File: src/rtl/vga_fb_fetch_if.sv
// SRAM read port between the framebuffer fetcher (master) and the SRAM arbiter (slave).
interface vga_fb_fetch_if #(
    parameter int ADDR_W = 9
);
    logic              data_en;
    logic [ADDR_W-1:0] word_address_dest;
    logic [3:0]        byte_select;
    logic              SRAM_busy;
    logic [31:0]       SRAM_data_in;

    modport master (
        output data_en, word_address_dest, byte_select,
        input  SRAM_busy, SRAM_data_in
    );

    modport slave (
        input  data_en, word_address_dest, byte_select,
        output SRAM_busy, SRAM_data_in
    );
endinterface

File: src/rtl/vga_fb_fetch.sv
// Prefetches one 1 bpp framebuffer row into a ping-pong line buffer and serves pixels from the front half.
// Row fetch takes WORDS_PER_ROW accepts + 1 cycle; SRAM_busy stalls the request in place; pixel read is 1 cycle.
module vga_fb_fetch #(
    parameter int WORDS_PER_ROW = 4,
    parameter int ROWS          = 96,
    parameter int ADDR_W        = 9,
    parameter int BASE_ADDR     = 0
) (
    input  logic                clk,
    input  logic                nrst,
    input  logic                fetch_start,
    input  logic [6:0]          fetch_row,
    input  logic                buf_swap,
    input  logic                underrun_clr,
    vga_fb_fetch_if.master      sram,
    input  logic [6:0]          pix_x,
    output logic                pixel_data,
    output logic                fetch_busy,
    output logic                fetch_done,
    output logic                underrun
);
    localparam int IDX_W = (WORDS_PER_ROW > 1) ? $clog2(WORDS_PER_ROW) : 1;
    localparam logic [IDX_W-1:0] LAST_IDX = IDX_W'(WORDS_PER_ROW - 1);

    typedef enum logic [1:0] {IDLE, REQ, ZERO, DONE} state_t;

    state_t           state, state_nxt;
    logic [6:0]       row;
    logic [IDX_W-1:0] word_idx;
    logic             front_sel;
    logic [31:0]      fb [2][WORDS_PER_ROW];
    logic             data_en;
    logic             accept;
    logic             last_accept;
    logic             swap_ok;
    logic             swap_bad;

    assign accept      = (state == REQ) && !sram.SRAM_busy;
    assign last_accept = accept && (word_idx == LAST_IDX);

    // A swap coinciding with the final word is safe: that word lands in the half that becomes front.
    assign swap_ok  = (state == IDLE) || (state == DONE) || last_accept;
    assign swap_bad = buf_swap && !swap_ok;

    assign sram.data_en           = data_en;
    assign sram.byte_select       = data_en ? 4'b1111 : 4'b0000;
    assign sram.word_address_dest = data_en ? (ADDR_W'(BASE_ADDR)
                                               + ADDR_W'(row) * ADDR_W'(WORDS_PER_ROW)
                                               + ADDR_W'(word_idx))
                                            : '0;

    always_ff @(posedge clk or negedge nrst) begin
        if (!nrst) state <= IDLE;
        else       state <= state_nxt;
    end

    always_comb begin
        state_nxt  = state;
        data_en    = 1'b0;
        fetch_busy = 1'b0;
        fetch_done = 1'b0;
        case (state)
            IDLE: begin
                if (fetch_start)
                    state_nxt = (32'(fetch_row) < ROWS) ? REQ : ZERO;
            end
            REQ: begin
                data_en    = 1'b1;
                fetch_busy = 1'b1;
                if (last_accept) state_nxt = DONE;
            end
            ZERO: begin
                fetch_busy = 1'b1;
                state_nxt  = DONE;
            end
            DONE: begin
                fetch_done = 1'b1;
                state_nxt  = IDLE;
            end
            default: state_nxt = IDLE;
        endcase
    end

    always_ff @(posedge clk or negedge nrst) begin
        if (!nrst) begin
            row        <= '0;
            word_idx   <= '0;
            front_sel  <= 1'b0;
            underrun   <= 1'b0;
            pixel_data <= 1'b0;
            for (int b = 0; b < 2; b++)
                for (int w = 0; w < WORDS_PER_ROW; w++)
                    fb[b][w] <= '0;
        end else begin
            if ((state == IDLE) && fetch_start) begin
                row      <= fetch_row;
                word_idx <= '0;
            end
            if (accept) begin
                fb[~front_sel][word_idx] <= sram.SRAM_data_in;
                if (word_idx != LAST_IDX) word_idx <= word_idx + 1'b1;
            end
            if (state == ZERO)
                for (int w = 0; w < WORDS_PER_ROW; w++)
                    fb[~front_sel][w] <= '0;
            if (buf_swap && swap_ok) front_sel <= ~front_sel;
            if (swap_bad)          underrun <= 1'b1;
            else if (underrun_clr) underrun <= 1'b0;
            // Bit 0 of each word is the leftmost pixel.
            pixel_data <= fb[front_sel][pix_x[6:5]][pix_x[4:0]];
        end
    end
endmodule

File: src/flat_wrapper.sv
// flat-port wrapper written by rule: the top's interface ports become plain ports
module vga_fb_fetch_flat 
#(
    parameter int WORDS_PER_ROW = 4,
    parameter int ROWS          = 96,
    parameter int ADDR_W        = 9,
    parameter int BASE_ADDR     = 0
)
  (clk, nrst, fetch_start, fetch_row, buf_swap, underrun_clr, pix_x, pixel_data, fetch_busy, fetch_done, underrun, sram_data_en, sram_word_address_dest, sram_byte_select, sram_SRAM_busy, sram_SRAM_data_in);
  vga_fb_fetch_if #(.ADDR_W(ADDR_W)) sram_i ();
  input  logic clk;
  input  logic nrst;
  input  logic fetch_start;
  input  logic [6:0] fetch_row;
  input  logic buf_swap;
  input  logic underrun_clr;
  input  logic [6:0] pix_x;
  output logic pixel_data;
  output logic fetch_busy;
  output logic fetch_done;
  output logic underrun;
  output wire logic [$bits(sram_i.data_en)-1:0] sram_data_en;
  output wire logic [$bits(sram_i.word_address_dest)-1:0] sram_word_address_dest;
  output wire logic [$bits(sram_i.byte_select)-1:0] sram_byte_select;
  input wire logic [$bits(sram_i.SRAM_busy)-1:0] sram_SRAM_busy;
  input wire logic [$bits(sram_i.SRAM_data_in)-1:0] sram_SRAM_data_in;
  assign sram_data_en = sram_i.data_en;
  assign sram_word_address_dest = sram_i.word_address_dest;
  assign sram_byte_select = sram_i.byte_select;
  assign sram_i.SRAM_busy = sram_SRAM_busy;
  assign sram_i.SRAM_data_in = sram_SRAM_data_in;
  vga_fb_fetch #(.WORDS_PER_ROW(WORDS_PER_ROW), .ROWS(ROWS), .ADDR_W(ADDR_W), .BASE_ADDR(BASE_ADDR)) u_core (.clk(clk), .nrst(nrst), .fetch_start(fetch_start), .fetch_row(fetch_row), .buf_swap(buf_swap), .underrun_clr(underrun_clr), .sram(sram_i), .pix_x(pix_x), .pixel_data(pixel_data), .fetch_busy(fetch_busy), .fetch_done(fetch_done), .underrun(underrun));
endmodule
File: config.mk
export PLATFORM = sky130hd
export DESIGN_NAME = vga_fb_fetch_flat
export DESIGN_NICKNAME = d
export VERILOG_FILES = /design/src/rtl/vga_fb_fetch_if.sv /design/src/rtl/vga_fb_fetch.sv /design/src/flat_wrapper.sv
export SDC_FILE = /design/constraint.sdc
export NUM_CORES = 1
export LEC_CHECK = 0
export ABC_AREA = 1
export CAP_MARGIN = 40
export CORE_MARGIN = 5
export CORE_UTILIZATION = 61
export CTS_CLUSTER_SIZE = 24
export DETAILED_ROUTE_END_ITERATION = 12
export PLACE_DENSITY = 0.81
export SETUP_SLACK_MARGIN = 0.02
export SLEW_MARGIN = 20
export SYNTH_ARGS = -nofsm -noshare
export SYNTH_HDL_FRONTEND = slang
export SYNTH_SLANG_ARGS = --single-unit
export TNS_END_PERCENT = 50
File: constraint.sdc
create_clock -name clk -period 2.2 [get_ports clk]
set_input_delay 0.44 -clock clk [delete_from_list [all_inputs] [get_ports clk]]
set_output_delay 0.44 -clock clk [all_outputs]
set_load 0.01 [all_outputs]
==> out/results.ini <==
[power_and_ir_drop]
power.total_mw = 19.2
p_clk_frac = 0.276
switching_share = 0.365
switching_power_mw = 7.01
ir_worst_vdd_mv = 0.733
p_seq_frac = 0.382
p_leak_nw = 7.36
p_int_mw = 12.2
p_comb_frac = 0.342
p_per_area_mw_per_mm2 = 1220

[floorplanning]
initial_core_util = 0.619
fp.dieH_um = 159
core_area_mm2 = 0.0218
die-area_mm2 = 0.0252
dieWidth_um = 159
pin_count = 70
num_rows = 54

[route]
viasPerCell = 6.22
ant_nets = 0
wl_met1_um = 15400
post_drt_wl_per_cell_um = 19.6
wl_um = 40000
drt_iter0_drc = 1532
wl_met2_um = 18800
firstDrtPassIters = 5
drc = 0
routed-via-count = 12718
highest_layer = met4
met3_length_um = 4130

[clock_tree]
cts_tree = built
clkLatencyLatePin_ps = 560
cts_inserted_buffers = 29
cts_max_level = 1
clock-sinks = 270
clockRootBuffer = clkbuf_16
clockBufferDepth = 3
path_clk_slew_ps = 60

[sta]
fin_ws_ps = 35.5
post-route-period-util = 0.984
hold_viol_final = 0
max_freq_mhz = 462
drv_slew = 0
max_slew_margin = 0.686
tightest_slew_ps = 469
setup_viol = 0
layout_min_cycle_time_ps = 2160
fin_skew_ps = 23.3
rsz0062_at_grt = yes

[cells_and_area]
area_delta_synth_final_pct = 16.3
final-instance-count-excl-fill = 2044
antennaDiodeCount = 0
multiInputGateArea_mm2 = 0.00574
final_util = 0.720
seq_area_mm2 = 0.00676
fin_nets = 1802
mostFrequentLayoutCells = nor2_1, nand2_1, dfrtp_1, nand3_1, o21ai_0
final_layout_size_suffix_gt1_frac = 0.0856
final.fill_count = 1633
final_common_cell = nor2_1

[global_routing]
grt_overflow_total = 0
grt_pass1_wl_um = 66300
grt_max_degree = 85
antenna_found_initial = 0
grt_pass1_vias = 12464
grt_usage = 0.316

[placed_design]
dp_slack_ps = 39.8
globalplace.congestion = 0.875
hpwl_um = 23900
io_buffers = 69
place_inst = 1988

[synth]
synthArstFlopShare = 1.00
yosysTopAreaCell = dfrtp_1
avgSynthCellArea_um2 = 7.78
ys_ff_latch = 270
synth_top_area_frac = 0.500
synth_cell_types = 25
synth_top_cells_by_area = dfrtp_1, nand3_1, nor2_1
syn-cell-area_mm2 = 0.0135
synth-main-ff-cell = dfrtp_1
ys_seq_area_frac = 0.500
ys_warn_count = 0
synth_edf_count = 0
synthCells = 1738
syn-num-nets = 1798

[setup_path]
crit_arrival_ps = 1720
worst-path-buf-inv = 2
worstPathCellList = inv_1 -> ha_1 -> dlygate4sd2_1
slowest_delay_ps = 410
path_class = flip-flop to output pin
cp.required_ps = 1760
r2r_start = u_core.state[1]$_DFFE_PN0P_
cp-startpoint = u_core.state[0]$_DFFE_PN0P_
critPathLaunchType = flip-flop
cp_slowest_cell = dfrtp_1
worstSetupEndpointType = output pin
crit_path_max_fanout = 4
crit_family = buffers and inverters

[worst_hold_path]
hp-class = input pin to async pin

[status]
outcome = finished, final reports clean

[job]
maxCapViolCount = 0

## repair_timing
item | in CTS | in global routing
hold endpoints to repair | 18 | 0
resized for setup | 19 | 18
setup endpoints to repair | 20 | 58
gates cloned | 0 | 0
pin swaps | 0 | 1
setup buffers | 1 | 1
hold buffers | 1 | 0
## power by group through the flow
stage	clock network, mW	logic (mW)	registers [mW]
6_report	5.30	6.56	7.34
5_1_grt	5.54	7.26	7.51
4_1_cts	5.33	6.49	7.30
3_5_place_dp	0	6.49	7.35
3_3_place_gp	0	6.28	7.30
2_1_floorplan	0	4.59	7.13
## synth_stat cells, drive strengths merged, types with 6 or more instances
cell type  instances
ha                 8
o22ai             45
o21ai            126
nor2             328
o21a               6
mux2               7
nand2            288
nor3              84
dfrtp            270
a21oi            103
clkbuf            69
nand3            248
buf               89
inv               64
## layout make-up
class	count	share of cell area
clock inverters	15	0.0133
well taps	280	0.0223
clock buffers	38	0.0534
multi-input cells	1245	0.365
repair buffers	131	0.100
flip-flops and latches	270	0.430
inverters	65	0.0157
## through the flow
stage | area (um^2) | setup TNS, ps | hold slack [ps]
3_3_place_gp | 14700 | 0 | 298
6_report | 15700 | 0 | 322
5_1_grt | 15700 | -23.8 | 353
2_1_floorplan | 13500 | 0 | 144
4_1_cts | 15700 | 0 | 321
3_5_place_dp | 14700 | 0 | 298
## worst paths after layout
check / end / depth (start not counted) / slack, ps
max in group asynchronous: u_core.fb[70]$_DFF_PN0_ / 3 / 1210
setup reg to reg: u_core.fb[7]$_DFF_PN0_ / 13 / 150
setup / recovery: fetch_busy / 3 / 40
min in group clk: u_core.underrun$_DFFE_PN0P_ / 2 / 460
hold reg to reg: u_core.row[4]$_DFFE_PN0P_ / 1 / 510
hold / removal: u_core.fb[168]$_DFF_PN0_ / 2 / 320
## cells by family after synthesis
| group | share of synthesized area |
|---|---|
| multiplexers | 0.00583 |
| flip-flops | 0.500 |
| buffers and inverters | 0.0776 |
| XOR/XNOR | 0.000648 |
| AO/OA/AOI/OAI | 0.110 |
| AND/OR/NAND/NOR | 0.299 |
| adder cells (fa/ha/maj) | 0.00741 |
## layer usage
metal / global-route usage / vias up
met5: 0 / -
met2: 0.506 / 780
met3: 0.0625 / 140
met1: 0.422 / 6061
li1: - / 5737
met4: 0.138 / 0
## sequential cells by signal, summed over array words and instances (netlist names)
name / count
u_core.word_idx: 2
u_core.fb: 256
u_core.underrun: 1
u_core.front_sel: 1
u_core.pixel_data: 1
u_core.state: 2
u_core.row: 7
No activity file was read; power rests on OpenSTA's default activity.
